**config.mk**
```make
export PLATFORM = sky130hd
export DESIGN_NAME = mu0_control
export DESIGN_NICKNAME = d
export VERILOG_FILES = /design/src/rtl/mu0_pkg.sv /design/src/rtl/mu0_control.sv
export SDC_FILE = /design/constraint.sdc
export NUM_CORES = 1
export LEC_CHECK = 0
export BUFFER_PORTS_ARGS = -buffer_cell sky130_fd_sc_hd__buf_2
export CORE_MARGIN = 8
export CORE_UTILIZATION = 43
export CTS_CLUSTER_DIAMETER = 50
export DETAILED_ROUTE_END_ITERATION = 16
export PLACE_DENSITY = 0.77
export SLEW_MARGIN = 20
export SYNTH_ARGS = -nofsm -noshare
export SYNTH_HDL_FRONTEND = slang
export SYNTH_SLANG_ARGS = --single-unit
```
**constraint.sdc**
```tcl
create_clock -name Clk -period 1.45 [get_ports Clk]
set_input_delay 0.145 -clock Clk [delete_from_list [all_inputs] [get_ports Clk]]
set_output_delay 0.145 -clock Clk [all_outputs]
set_load 0.005 [all_outputs]
```
**src/rtl/mu0_pkg.sv**
```systemverilog
// Shared types and constants for the MU0 control unit: FSM states, opcodes
// and ALU function codes.
package mu0_pkg;

    typedef enum logic [1:0] {
        FETCH = 2'd0,
        EXEC  = 2'd1,
        HALT  = 2'd2
    } state_t;

    typedef enum logic [3:0] {
        OP_LDA = 4'h0,
        OP_STO = 4'h1,
        OP_ADD = 4'h2,
        OP_SUB = 4'h3,
        OP_JMP = 4'h4,
        OP_JGE = 4'h5,
        OP_JNE = 4'h6,
        OP_STP = 4'h7
    } opcode_t;

    localparam logic [1:0] ALU_PASS_Y = 2'b00;
    localparam logic [1:0] ALU_ADD    = 2'b01;
    localparam logic [1:0] ALU_SUB    = 2'b10;
    localparam logic [1:0] ALU_INC_X  = 2'b11;

    // ALU function for the three accumulator-loading memory instructions.
    function automatic logic [1:0] alu_fn_for(input logic [3:0] f);
        case (f)
            OP_ADD:  return ALU_ADD;
            OP_SUB:  return ALU_SUB;
            default: return ALU_PASS_Y;
        endcase
    endfunction

endpackage

```
**src/rtl/mu0_control.sv**
```systemverilog
// MU0 control unit: FETCH/EXEC/HALT sequencer with combinational datapath
// controls and a registered retired-instruction counter.
module mu0_control
    import mu0_pkg::*;
(
    input  logic        Clk,
    input  logic        Reset,
    input  logic [3:0]  F,
    input  logic        N,
    input  logic        Z,
    input  logic        Mem_Rdy,
    output logic        X_sel,
    output logic        Y_sel,
    output logic        Addr_sel,
    output logic [1:0]  ALU_Fn,
    output logic        Acc_En,
    output logic        PC_En,
    output logic        IR_En,
    output logic        Rd,
    output logic        Wr,
    output logic        Halted,
    output logic [15:0] Instr_Count
);

    state_t      state;
    logic [15:0] count_q;
    logic        exec_done;

    assign Instr_Count = count_q;

    always_comb begin
        // NOTE: every output gets a default first so no path through the cases below infers a latch.
        X_sel     = 1'b0;
        Y_sel     = 1'b0;
        Addr_sel  = 1'b0;
        ALU_Fn    = ALU_PASS_Y;
        Acc_En    = 1'b0;
        PC_En     = 1'b0;
        IR_En     = 1'b0;
        Rd        = 1'b0;
        Wr        = 1'b0;
        exec_done = 1'b0;
        // Strobes are forced low while reset is held, whatever the state register shows.
        if (Reset) begin
            unique case (state)
                FETCH: begin
                    Rd     = 1'b1;
                    X_sel  = 1'b1;
                    ALU_Fn = ALU_INC_X;
                    IR_En  = Mem_Rdy;
                    PC_En  = Mem_Rdy;
                end
                EXEC: begin
                    case (F)
                        OP_LDA, OP_ADD, OP_SUB: begin
                            Addr_sel  = 1'b1;
                            Rd        = 1'b1;
                            ALU_Fn    = alu_fn_for(F);
                            Acc_En    = Mem_Rdy;
                            exec_done = Mem_Rdy;
                        end
                        OP_STO: begin
                            Addr_sel  = 1'b1;
                            Wr        = 1'b1;
                            exec_done = Mem_Rdy;
                        end
                        OP_JMP: begin
                            Y_sel     = 1'b1;
                            PC_En     = 1'b1;
                            exec_done = 1'b1;
                        end
                        OP_JGE: begin
                            Y_sel     = 1'b1;
                            PC_En     = ~N;
                            exec_done = 1'b1;
                        end
                        OP_JNE: begin
                            Y_sel     = 1'b1;
                            PC_En     = ~Z;
                            exec_done = 1'b1;
                        end
                        // STP and undefined opcodes retire in one cycle with no side effects.
                        default: exec_done = 1'b1;
                    endcase
                end
                HALT: begin
                end
                default: begin
                end
            endcase
        end
    end

    always_ff @(posedge Clk or negedge Reset) begin
        // NOTE: state registers use non-blocking assignments so every flop samples pre-edge values.
        if (!Reset) begin
            state   <= FETCH;
            Halted  <= 1'b0;
            count_q <= '0;
        end else begin
            unique case (state)
                FETCH: begin
                    if (Mem_Rdy) state <= EXEC;
                end
                EXEC: begin
                    if (exec_done) begin
                        count_q <= count_q + 16'd1;
                        if (F == OP_STP) begin
                            state  <= HALT;
                            Halted <= 1'b1;
                        end else begin
                            state  <= FETCH;
                        end
                    end
                end
                HALT: begin
                end
                default: state <= FETCH;
            endcase
        end
    end

endmodule
```
# After elaboration in Yosys (flattened, before gate mapping)
# Index checks and enable logic that the tools add are counted.
totals:
  ff_bits: 19
  word_cells: 59
  inputBits: 9
  output_inout_bits: 27
op_classes:
  bitwise: 3
  addsub: 1
  reduce_logical: 8
  n_eq_ne: 11
  muxes: 33
ops:
  columns: ["op", "count"]
  rows:
  - ["two-way mux 1 bit", 22]
  - ["adder 16 x 1 -> 16 bit (second input constant)", 1]
  - ["== test 4 x 3 -> 1 bit (second input constant)", 4]
  - ["two-way mux 2 bit", 5]
  - ["== test 4 x 2 -> 1 bit (second input constant)", 2]
  - ["case mux 2 bit (2 select lines)", 2]
  - ["case mux 2 bit (3 select lines)", 1]
  - ["AND reduction 3 bit", 2]
  - ["OR reduction 3 bit", 2]
  - ["== test 4 x 1 -> 1 bit (second input constant)", 1]
  - ["logical NOT 4 bit", 1]
  - ["inequality test 2 bit (second input constant)", 2]
  - ["case mux 1 bit (2 select lines)", 2]
  - ["OR reduction 4 bit", 1]
  - ["NOT 1 bit", 3]
  - ["case mux 1 bit (3 select lines)", 1]
  - ["== test 2 x 1 -> 1 bit (second input constant)", 1]
  - ["== test 2 bit (second input constant)", 1]
  - ["logical NOT 2 bit", 1]
  - ["AND reduction 2 bit", 1]

# Logic depth before layout (Yosys ltp)
logic_depth:
  depth_word: 7
  depth_mapped: 5
  ltp_nobuf: 5

# Worst setup path after synthesis
# Ideal clock, no wire load.
synth_timing:
  kind: "reg-to-reg"
  from: "register state[1]"
  to: "register state[1]"
  period_less_slack_ns: 1.595
  path_stages_with_launch: 6
  n_path_buf: 1
  arrival_ns: 1.518
  required_time_ns: 1.373
  path_slack_ns: -0.145
  setup_time_ns: 0.077
  cell_sequence: "dfrtp_1 -> nand3b_1 -> or2_0 -> buf_2 -> or4_1 -> a21oi_1"
synth_via:
  elab_chain_cells: 5
  word_cells_on_any_way: 10
  classes_between: "4 x eq/ne; 3 x mux; 1 x bitwise; 2 x reduce/logical"
synth_lines:
  columns: ["element", "line", "rtl"]
  rows:
  - ["from (decl)", "mu0_control.sv:25", "state_t state;"]
  - ["from (signal assigned)", "mu0_control.sv:97", "state <= FETCH;"]
  - ["from (signal assigned)", "mu0_control.sv:103", "if (Mem_Rdy) state <= EXEC;"]
  - ["from (signal assigned)", "mu0_control.sv:109", "state <= HALT;"]
  - ["== test 2 x 1 -> 1 bit", "mu0_control.sv:45, mu0_control.sv:101", null]
  - ["two-way mux 1 bit", "mu0_control.sv:45", "unique case (state)"]
  - ["two-way mux 1 bit", "mu0_control.sv:44", "if (Reset) begin"]
  - ["inequality test 2 bit (no source line)", null, null]
  - ["AND reduction 3 bit (no source line)", null, null]
# Several ways; a longest one is shown, not always the timed one.
# A chain may end at the register's enable or synchronous reset.

# Final worst setup path
layout_timing:
  from: "register state[1]"
  to: "output port PC_En"
layout_via:
  elab_chain_cells: 3
  word_cells_on_any_way: 4
  classes_between: "1 x eq/ne; 2 x mux; 1 x reduce/logical"
layout_lines:
  columns: ["element", "line", "rtl"]
  rows:
  - ["== test 2 x 1 -> 1 bit or logical NOT 2 bit (tied branches)", "mu0_control.sv:45", null]
  - ["case mux 1 bit (2 select lines) (*)", "mu0_control.sv:45", null]
  - ["two-way mux 1 bit (*)", "mu0_control.sv:44", null]
  - ["to (decl)", "mu0_control.sv:17", "output logic PC_En,"]
# Every way passes the cells marked *; elsewhere a longest branch is shown, timed or not.

==> results_tabular.tex <==
\begin{tabular}{lr}
\hline
Metric & Value \\
\hline
\multicolumn{2}{l}{\textbf{Outcome}} \\
\quad Outcome & finished with violations \\
\quad Failing checks & negative setup slack \\
\multicolumn{2}{l}{\textbf{Detailed routing}} \\
\quad Routed wire length & 3260 um \\
\quad Antenna-violating nets left & 0 \\
\quad DRC violation count after routing & 0 \\
\quad Number of DRC markers after the initial detailed-route iteration & 31 \\
\quad Drt first pass iters & 4 \\
\quad Via Count & 1006 \\
\quad Average routed wire per standard cell & 17.2 um \\
\quad Ratio of routed vias to standard cells & 5.32 \\
\multicolumn{2}{l}{\textbf{Setup path}} \\
\quad Crit path capture & PC\_En \\
\quad Critical path required time & 1310 ps \\
\quad Critical path cell sequence & buf\_6 -> nor2b\_4 -> nand2b\_1 -> inv\_1 -> and2\_4 -> o21bai\_1 -> buf\_2 \\
\quad Reg2reg setup slack & -230 ps \\
\quad Total buffers and inverters traversed by the critical path & 3 \\
\quad Startpoint of the most critical register-to-register path & state[1] \\
\quad Critical register-to-register path endpoint & state[1] \\
\quad Cell depth of the worst setup path & 7 \\
\quad Crit path DAT & 1610 ps \\
\quad Start-to-end type of the worst setup path & flop to output pin \\
\quad Largest fanout on the critical path & 2 \\
\quad Highest-delay cell along the critical path & dfrtp\_1 \\
\quad Startpoint kind of the worst setup timing path & flop \\
\quad Max stage delay on crit path & 420 ps \\
\quad Startpoint of the worst setup timing path & state[1] \\
\quad Capturing element type of the critical path & output pin \\
\quad Reg2reg path depth & 5 \\
\quad Top Family by Delay on Critical Path & flip-flops \\
\multicolumn{2}{l}{\textbf{Timing}} \\
\quad Max transition margin & 55.5\% \\
\quad Hold\_ws & 118 ps \\
\quad \# setup viols final & 26 \\
\quad Share of the clock period used by the worst path & 121\% \\
\quad Fin worst setup slack & -301 ps \\
\quad Max Clock Skew & 2.75 ps \\
\quad Time the worst path needs with I/O delays and setup & 1750 ps \\
\quad Number of hold-slack violations in the final timing report & 0 \\
\quad Setup repair after global routing missed its margin & yes \\
\quad Final number of max-transition violations & 0 \\
\quad Final total negative setup slack & -3010 ps \\
\quad Highest clock frequency the design can meet & 571 MHz \\
\quad Transition time at the pin with the least slew margin & 663 ps \\
\multicolumn{2}{l}{\textbf{Clocking}} \\
\quad Count of H-tree levels built during CTS & 1 \\
\quad Number of clock buffers inserted by TritonCTS & 3 \\
\quad Clock tree root driver cell & clkbuf\_4 \\
\quad Clk pin slew, worst setup/hold paths & 110 ps \\
\quad Number of clock sinks & 19 \\
\quad TritonCTS clock tree & done \\
\quad Clock latency reported for the late side of the worst-skew pair & 310 ps \\
\quad Clock Path Buffers & 2 \\
\multicolumn{2}{l}{\textbf{Yosys}} \\
\quad Area of the mapped netlist & 963 um\^{}2 \\
\quad Unique cell type count in the Yosys netlist & 25 \\
\quad Number of synthesis warnings & 0 \\
\quad Mean area per synthesized cell & 9.54 um\^{}2 \\
\quad Leading area contributor after synthesis & dfrtp\_1 \\
\quad Count of state elements after synthesis & 19 \\
\quad Syn\_nets & 111 \\
\quad Area share of the leading cell type in the synthesized netlist & 49.4\% \\
\quad Synth top area cells & dfrtp\_1, xnor2\_1, xor2\_1 \\
\quad Sequential-to-total area share from yosys stat & 49.4\% \\
\quad Mapped Cells & 101 \\
\multicolumn{2}{l}{\textbf{Global routing}} \\
\quad Remaining global-route overflow & 0 \\
\quad Aggregate global-route resource usage & 13.7\% \\
\quad Largest net degree at the start of global routing & 13 \\
\quad Number of global-route vias before repair & 969 \\
\quad Global-route wire length before repair & 4550 um \\
\quad Initial antenna violation count & 0 \\
\multicolumn{2}{l}{\textbf{Place}} \\
\quad Post-placement cell area & 1250 um\^{}2 \\
\quad Half-perimeter wire length after detailed placement & 1950 um \\
\quad Cells after DPL & 174 \\
\quad \# port buffers & 35 \\
\quad Routability Congestion & 0.774 \\
\multicolumn{2}{l}{\textbf{Final layout}} \\
\quad Most frequent cells in the layout & buf\_2, dfrtp\_1, buf\_6, buf\_4, xor2\_1 \\
\quad Number of fill cells & 143 \\
\quad Utilization of the core after routing & 74.0\% \\
\quad Final instance area & 1610 um\^{}2 \\
\quad Most common cell after layout, fill and taps aside & buf\_2 \\
\quad Final cell count without fillers & 189 \\
\quad Number of antenna repair diodes & 0 \\
\quad Nets & 172 \\
\quad Multi-input logic area & 661 um\^{}2 \\
\quad Area added between synthesis and finish & 66.6\% \\
\quad Share of layout cells above drive strength 1 & 56.5\% \\
\quad Area used by sequential logic in the layout & 477 um\^{}2 \\
\multicolumn{2}{l}{\textbf{Pwr}} \\
\quad Maximum VDD drop & 0.969 mV \\
\quad Pwr dens & 1250 nW/um\^{}2 \\
\quad Static Leakage & 0.848 nW \\
\multicolumn{2}{l}{\textbf{Die}} \\
\quad Area of the die & 4010 um\^{}2 \\
\quad Number of standard-cell rows in the floorplan & 17 \\
\quad Num ports & 36 \\
\quad Core Area & 2170 um\^{}2 \\
\quad Die boundary width & 63.3 um \\
\quad Die outline height & 63.3 um \\
\quad Starting utilization of the core area & 44.4\% \\
\multicolumn{2}{l}{\textbf{Min path}} \\
\quad Min-delay worst type & primary input to flop \\
\multicolumn{2}{l}{\textbf{Run}} \\
\quad Maximum Capacitance Violations & 0 \\
\hline
\end{tabular}
[registers in the layout, summed over array words and instances (netlist names)]
register,flops
state,2
Halted,1
Instr_Count,16
[worst min path at each step]
stage,start,to,depth (start not counted)
floorplan,Reset,Halted,0
global placement,Reset,Instr_Count[5],2
detailed placement,Reset,Halted,2
CTS,Mem_Rdy,state[0],3
global route,Mem_Rdy,state[0],3
finish,Mem_Rdy,state[0],3
[timing repair]
item | CTS | global route
endpoints found under the hold margin | 19 | 0
endpoints found under the setup margin | 19 | 27
buffers inserted | 5 | 4
resized for setup | 18 | 39
pin swaps | 11 | 14
gates cloned | 0 | 0
hold buffers | 2 | 0
[cells by family after synthesis]
logic type | share of synthesized area, %
and+or+nand+nor | 29.2
DFF | 49.4
xor gates and xnor gates | 13.6
AOI/OAI and AO/OA | 4.42
buffers and inverters | 2.08
adders and majority gates | 1.30
[final cells by class]
| type | count | share of cell area (%) |
|---|---|---|
| inverters | 4 | 0.935 |
| flip-flops and latches | 19 | 29.7 |
| multi-input cells | 77 | 41.2 |
| well taps | 28 | 2.18 |
| clock buffers | 4 | 1.64 |
| repair buffers | 57 | 24.4 |
[power by group]
group	internal [mW]	switching [mW]	total, mW
Clock	0.108	0.174	0.282
Combinational	0.500	0.461	0.960
Sequential	0.641	0.128	0.769
[synthesized netlist by cell type, drive strengths merged]
library cell	count
nand2	11
nand3	6
nand2b	6
xnor2	8
o21ai	3
a21oi	4
xor2	7
nor3	7
nor2	9
nor4	1
inv	4
nand4bb	1
and3	2
or2	2
o21bai	1
and2	1
dfrtp	19
and4	1
nor2b	1
nand4	3
or4	1
buf	1
nand3b	1
ha	1
[per-layer routing]
| metal | GRT usage, % | vias up | wire length, um |
|---|---|---|---|
| li1 | - | 461 | - |
| met1 | 14.7 | 505 | 1330 |
| met2 | 23.7 | 31 | 1670 |
| met3 | 5.30 | 9 | 193 |
| met4 | 5.01 | 0 | 71 |
| met5 | 0 | - | 0 |
[metrics by stage]
stage	setup slack (ps)	power [mW]
after global placement	3.62	1.31
final	-301	2.01
after detailed placement	-78.0	1.34
after CTS	-171	1.74
after global routing	-358	2.13
after floorplan	-109	1.01
[tightest hold or removal path: stages]
cell	delay [ps]
buf_2	120
nor2_1	80
nor3_1	50
(Power assumes the default switching activity.)
